$ cat src/rtl/stack_ctrl_if.sv
// Instruction-controller side of the operand stack: push/pop strobes, TOS and status.
interface stack_ctrl_if #(
   parameter int unsigned DATA_W = 8,
   parameter int unsigned ADDR_W = 2
);
   logic              push;
   logic              pop;
   logic [DATA_W-1:0] din;
   logic [DATA_W-1:0] tos_q;
   logic              ready;
   logic              empty;
   logic              full;
   logic [ADDR_W:0]   count;
   logic              err_ovf;
   logic              err_unf;

   modport master (
      output push, pop, din,
      input  tos_q, ready, empty, full, count, err_ovf, err_unf
   );

   modport slave (
      input  push, pop, din,
      output tos_q, ready, empty, full, count, err_ovf, err_unf
   );
endinterface

$ cat src/rtl/stack_ctrl.sv
// Operand stack controller: TOS cached in a register, lower entries spilled to a sync-read RAM.
// Optional STACK_CLR_EN adds a clr input that empties the stack without touching err_* or tos_q.
module stack_ctrl #(
   parameter int unsigned DATA_W = 8,
   parameter int unsigned ADDR_W = 2
) (
   input  logic              clk,
   input  logic              rst,
`ifdef STACK_CLR_EN
   input  logic              clr,
`endif
   stack_ctrl_if.slave       bus,
   output logic [ADDR_W-1:0] ram_addr,
   output logic              ram_we,
   output logic [DATA_W-1:0] ram_wdata,
   input  logic [DATA_W-1:0] ram_rdata
);
   localparam int unsigned DEPTH = 2 ** ADDR_W;
   localparam logic [ADDR_W:0] CAP = (ADDR_W + 1)'(DEPTH + 1);

   typedef enum logic {IDLE, REFILL} state_t;

   state_t            state, state_n;
   logic [ADDR_W:0]   sp, sp_n, count;
   logic              tos_valid, tv_n;
   logic [DATA_W-1:0] tos_r, tos_n;
   logic              ovf_r, ovf_n, unf_r, unf_n;
   logic [ADDR_W-1:0] addr_hold, addr_c;
   logic              we_c;
   logic              is_empty, is_full;
   logic              clear;

`ifdef STACK_CLR_EN
   assign clear = clr;
`else
   assign clear = 1'b0;
`endif

   assign count    = sp + (ADDR_W + 1)'(tos_valid);
   assign is_empty = (count == '0);
   assign is_full  = (count == CAP);

   always_comb begin
      state_n = state;
      sp_n    = sp;
      tv_n    = tos_valid;
      tos_n   = tos_r;
      ovf_n   = ovf_r;
      unf_n   = unf_r;
      we_c    = 1'b0;
      addr_c  = addr_hold;
      if (clear) begin
         sp_n    = '0;
         tv_n    = 1'b0;
         state_n = IDLE;
      end else begin
         unique case (state)
            IDLE: begin
               if (bus.push && bus.pop) begin
                  // on an empty stack a push+pop degrades to a plain push
                  tos_n = bus.din;
                  if (is_empty) begin
                     tv_n  = 1'b1;
                     unf_n = 1'b1;
                  end
               end else if (bus.push) begin
                  if (is_empty) begin
                     tos_n = bus.din;
                     tv_n  = 1'b1;
                  end else if (!is_full) begin
                     we_c   = 1'b1;
                     addr_c = sp[ADDR_W-1:0];
                     sp_n   = sp + 1'b1;
                     tos_n  = bus.din;
                  end else begin
                     ovf_n = 1'b1;
                  end
               end else if (bus.pop) begin
                  if (is_empty) begin
                     unf_n = 1'b1;
                  end else if (sp == '0) begin
                     tv_n = 1'b0;
                  end else begin
                     // read address issued now, data lands during REFILL
                     addr_c  = sp[ADDR_W-1:0] - 1'b1;
                     state_n = REFILL;
                  end
               end
            end
            REFILL: begin
               tos_n   = ram_rdata;
               sp_n    = sp - 1'b1;
               state_n = IDLE;
            end
            default: state_n = IDLE;
         endcase
      end
   end

   always_ff @(posedge clk) begin
      if (rst) begin
         state     <= IDLE;
         sp        <= '0;
         tos_valid <= 1'b0;
         tos_r     <= '0;
         ovf_r     <= 1'b0;
         unf_r     <= 1'b0;
         addr_hold <= '0;
      end else begin
         state     <= state_n;
         sp        <= sp_n;
         tos_valid <= tv_n;
         tos_r     <= tos_n;
         ovf_r     <= ovf_n;
         unf_r     <= unf_n;
         addr_hold <= addr_c;
      end
   end

   assign ram_addr    = addr_c;
   assign ram_we      = we_c & ~rst;
   assign ram_wdata   = tos_r;

   assign bus.tos_q   = tos_r;
   assign bus.ready   = (state == IDLE);
   assign bus.empty   = is_empty;
   assign bus.full    = is_full;
   assign bus.count   = count;
   assign bus.err_ovf = ovf_r;
   assign bus.err_unf = unf_r;
endmodule

$ cat src/flat_wrapper.sv
// flat-port wrapper written by rule: the top's interface ports become plain ports
module stack_ctrl_flat 
#(
   parameter int unsigned DATA_W = 8,
   parameter int unsigned ADDR_W = 2
)
  (clk, rst, ram_addr, ram_we, ram_wdata, ram_rdata, bus_push, bus_pop, bus_din, bus_tos_q, bus_ready, bus_empty, bus_full, bus_count, bus_err_ovf, bus_err_unf);
  stack_ctrl_if #(.DATA_W(DATA_W), .ADDR_W(ADDR_W)) bus_i ();
  input  logic clk;
  input  logic rst;
  output logic [ADDR_W-1:0] ram_addr;
  output logic ram_we;
  output logic [DATA_W-1:0] ram_wdata;
  input  logic [DATA_W-1:0] ram_rdata;
  input wire logic [$bits(bus_i.push)-1:0] bus_push;
  input wire logic [$bits(bus_i.pop)-1:0] bus_pop;
  input wire logic [$bits(bus_i.din)-1:0] bus_din;
  output wire logic [$bits(bus_i.tos_q)-1:0] bus_tos_q;
  output wire logic [$bits(bus_i.ready)-1:0] bus_ready;
  output wire logic [$bits(bus_i.empty)-1:0] bus_empty;
  output wire logic [$bits(bus_i.full)-1:0] bus_full;
  output wire logic [$bits(bus_i.count)-1:0] bus_count;
  output wire logic [$bits(bus_i.err_ovf)-1:0] bus_err_ovf;
  output wire logic [$bits(bus_i.err_unf)-1:0] bus_err_unf;
  assign bus_i.push = bus_push;
  assign bus_i.pop = bus_pop;
  assign bus_i.din = bus_din;
  assign bus_tos_q = bus_i.tos_q;
  assign bus_ready = bus_i.ready;
  assign bus_empty = bus_i.empty;
  assign bus_full = bus_i.full;
  assign bus_count = bus_i.count;
  assign bus_err_ovf = bus_i.err_ovf;
  assign bus_err_unf = bus_i.err_unf;
  stack_ctrl #(.DATA_W(DATA_W), .ADDR_W(ADDR_W)) u_core (.clk(clk), .rst(rst), .bus(bus_i), .ram_addr(ram_addr), .ram_we(ram_we), .ram_wdata(ram_wdata), .ram_rdata(ram_rdata));
endmodule
$ cat config.mk
export PLATFORM = sky130hd
export DESIGN_NAME = stack_ctrl_flat
export DESIGN_NICKNAME = d
export VERILOG_FILES = /design/src/rtl/stack_ctrl_if.sv /design/src/rtl/stack_ctrl.sv /design/src/flat_wrapper.sv
export SDC_FILE = /design/constraint.sdc
export NUM_CORES = 1
export LEC_CHECK = 0
export BUFFER_PORTS_ARGS = -buffer_cell sky130_fd_sc_hd__buf_4
export CAP_MARGIN = 25
export CORE_ASPECT_RATIO = 0.75
export CORE_MARGIN = 2
export CORE_UTILIZATION = 46
export DETAILED_ROUTE_END_ITERATION = 10
export GPL_ROUTABILITY_DRIVEN = 0
export PLACE_DENSITY = 0.78
export SLEW_MARGIN = 20
export SYNTH_ARGS = -nofsm -noshare
export SYNTH_HDL_FRONTEND = slang
export SYNTH_SLANG_ARGS = --single-unit
$ cat constraint.sdc
create_clock -name clk -period 2.7 [get_ports clk]
set_input_delay 0.135 -clock clk [delete_from_list [all_inputs] [get_ports clk]]
set_output_delay 0.135 -clock clk [all_outputs]
set_load 0.01 [all_outputs]
==> flow_summary.json <==
{
  "period_needed_ns": 2.41,
  "initial_core_util_pct": 47.7,
  "r2r_slack_ns": 0.56,
  "syn_nets": 137,
  "slew_violations": 0,
  "core_area_sq_mm": 0.00225,
  "h-tree-depth": 1,
  "startpoint": "u_core.sp[0]",
  "worstSetupPathType": "register to primary output",
  "cts_root_buf": "clkbuf_4",
  "power_density_mw_per_mm2": 535,
  "cts_tree": "yes",
  "route.met3.wl_um": 133,
  "cpMostUsedCell": "ha_1",
  "fin_crit_sh_pct": 89.3,
  "route.met2.wl_mm": 1.16,
  "required_ns": 2.57,
  "cts_max_path_buffers": 2,
  "antenna_left": 0,
  "cts-buffers-inserted": 3,
  "dieArea_sq_mm": 0.00274,
  "p_leak_nw": 0.605,
  "yosysWarnings": 0,
  "overflow": 0,
  "top_layer": "met4",
  "ys_ff_latch": 17,
  "hpwl_mm": 1.85,
  "final_common_cell": "buf_4",
  "die_width_um": 59.8,
  "hold_viol": 0,
  "slowest_stage": "xor3_1",
  "wl_per_cell_um": 13.9,
  "timing.max_cap.violations": 0,
  "cts_hold_buf": 0,
  "routed_wl_mm": 2.43,
  "max_slew_margin_pct": 72.3,
  "ys_types": 40,
  "hold_end": "u_core.bus.err_unf",
  "layout_common_cells": "buf_4, dfxtp_1, nor3_1",
  "io_buffers": 46,
  "start_kind": "register",
  "route.detailed.drc": 0,
  "layout_setup_ws_ns": 0.289,
  "viasPerCell": 5.47,
  "ios": 47,
  "antenna_found_initial": 0,
  "synth_area_sq_mm": 0.00107,
  "area_growth_syn_to_layout_pct": 30.5,
  "core.rowCount": 15,
  "arrival_ns": 2.28,
  "fin_nets": 175,
  "synth_cells": 113,
  "worst_slew_pin_slew_ns": 0.415,
  "first_pass_iters": 4,
  "critPathMaxStageDelay_ns": 0.42,
  "max_freq_mhz": 415,
  "synth_area_per_cell_sq_um": 9.51,
  "hold_ws_ns": 0.124,
  "post-route-util_pct": 62.3,
  "skew_ns": 0.00590,
  "drtIter0Drc": 35,
  "crit_chain": "ha_1, ha_1, xor3_1, o21ai_2, a21oi_1, o21a_1, buf_4",
  "drive_above_1_share_pct": 42.7,
  "hold_path_depth": 3,
  "grt_usage_pct": 18.5,
  "peakVddDrop_mv": 0.306,
  "run_status": "complete, no violations",
  "rsz0062_at_grt": "false",
  "clock_sinks": 17,
  "antenna_cells": 0,
  "r2r-end": "u_core.bus.tos_q[2]",
  "ys_seq_area_share_pct": 31.7,
  "grt_max_degree": 27,
  "grt_pass1_vias": 885,
  "rr_startpoint": "u_core.sp[0]",
  "met1_length_mm": 1.12,
  "crit_path_max_fanout": 8,
  "tns_ns": 0,
  "setup_viol": 0,
  "rr_worst_depth": 6,
  "grt_pass1_wl_mm": 3.80,
  "post-place-ws_ns": 0.505,
  "clkLatencyLatePin_ns": 0.29,
  "vias": 957,
  "dieHeight_um": 45.9,
  "cp-end-kind": "primary output",
  "clk_pin_slew_worst_paths_ns": 0.10,
  "min_from": "bus_pop",
  "hp-class": "input port to register"
}
-- cell usage after synthesis --
library cell / instances / share of area (%)
mux2i_1: 8 / 7.5
clkbuf_1: 4 / 1.4
ha_1: 3 / 3.5
and3_1: 2 / 1.2
a311oi_1: 1 / 0.82
a22o_1: 1 / 0.82
nand2_1: 2 / 0.70
a21oi_1: 4 / 1.9
o21ai_2: 1 / 0.82
or2_1: 1 / 0.58
a32o_1: 1 / 0.93
nand3_1: 1 / 0.47
a21o_1: 1 / 0.70
nor2b_1: 3 / 1.7
fa_1: 1 / 1.9
nor4_1: 1 / 0.58
dfxtp_1: 17 / 32
a41oi_4: 1 / 2.6
o311ai_1: 1 / 0.82
buf_4: 8 / 5.6
o211a_1: 1 / 0.93
nand2b_1: 1 / 0.58
xor2_2: 1 / 1.5
xor3_1: 1 / 2.2
o22a_1: 1 / 0.82
or2_2: 1 / 0.58
o21a_1: 1 / 0.70
buf_1: 1 / 0.35
nor3_1: 12 / 5.6
mux2_2: 1 / 1.0
a21boi_0: 1 / 0.70
inv_1: 8 / 2.8
a31oi_1: 2 / 1.2
o41ai_1: 1 / 0.82
buf_6: 1 / 1.0
a211oi_2: 8 / 9.3
o21ai_1: 1 / 0.47
o211ai_1: 1 / 0.70
o21ai_0: 2 / 0.93
nor2_1: 5 / 1.7
-- layout make-up --
class,instances,area (sq um)
inverters,8,30.0
multi-input cells,74,622
flip-flops and latches,17,340
repair buffers,47,353
well taps,25,31.3
clock buffers,4,26.3
fillers,202,850
-- routing by layer --
metal  vias up  track usage [%]
li1        477                -
met1       449             21.3
met2        29             33.7
met3         2             5.97
met4         0             4.00
met5         -                0
-- how the worst max path moves through the flow --
stage / to / slack (ns)
2_1_floorplan: ram_addr[0] / 0.77
3_3_place_gp: ram_addr[0] / 0.55
3_5_place_dp: ram_addr[0] / 0.50
4_1_cts: ram_addr[0] / 0.14
5_1_grt: ram_addr[1] / 0.17
6_report: ram_addr[1] / 0.29
-- logic make-up (layout without fill, tap and decap cells) --
logic type,count (synthesis),after routing,synth area share (%)
AO/OA/AOI/OAI,30,30,25.8
AND/OR/NAND/NOR,29,29,13.7
buffers and inverters,22,59,11.2
flip-flops,17,17,31.7
multiplexers,9,9,8.50
adder cells (fa/ha/maj),4,4,5.36
XOR/XNOR,2,2,3.73
-- worst max-delay path, delay by kind of cell (launching register included) --
| kind | cells | cell delay, ns |
|---|---|---|
| buf+inv | 1 | 0.14 |
| flops | 1 | 0.35 |
| fa+ha+maj | 2 | 0.43 |
| compound gates | 3 | 0.65 |
| xor+xnor | 1 | 0.42 |
-- where the power goes --
group          internal, W  switching [W]
Combinational     0.000153       0.000163
Clock            0.0000576      0.0000804
Sequential        0.000277      0.0000193
Total             0.000488       0.000263
-- state kept, by name (all words and copies together) (netlist names) --
register and cells:
u_core.addr_hold 2, u_core.bus.err_ovf 1, u_core.bus.err_unf 1, u_core.bus.tos_q 8, u_core.sp 3, u_core.state 1
u_core.tos_valid 1
-- through the flow --
stage | power [W] | instance area (sq um) | cells
final | 0.000751 | 1400 | 175
after global routing | 0.000795 | 1400 | 175
after CTS | 0.000755 | 1400 | 175
after detailed placement | 0.000616 | 1370 | 171
after global placement | 0.000605 | 1370 | 171
after floorplan | 0.000502 | 1070 | 113
-- what timing repair did --
item,in CTS,in global routing
setup buffers,0,0
gates resized for setup,0,1
setup endpoints to repair,0,1
(Power assumes the default switching activity.)
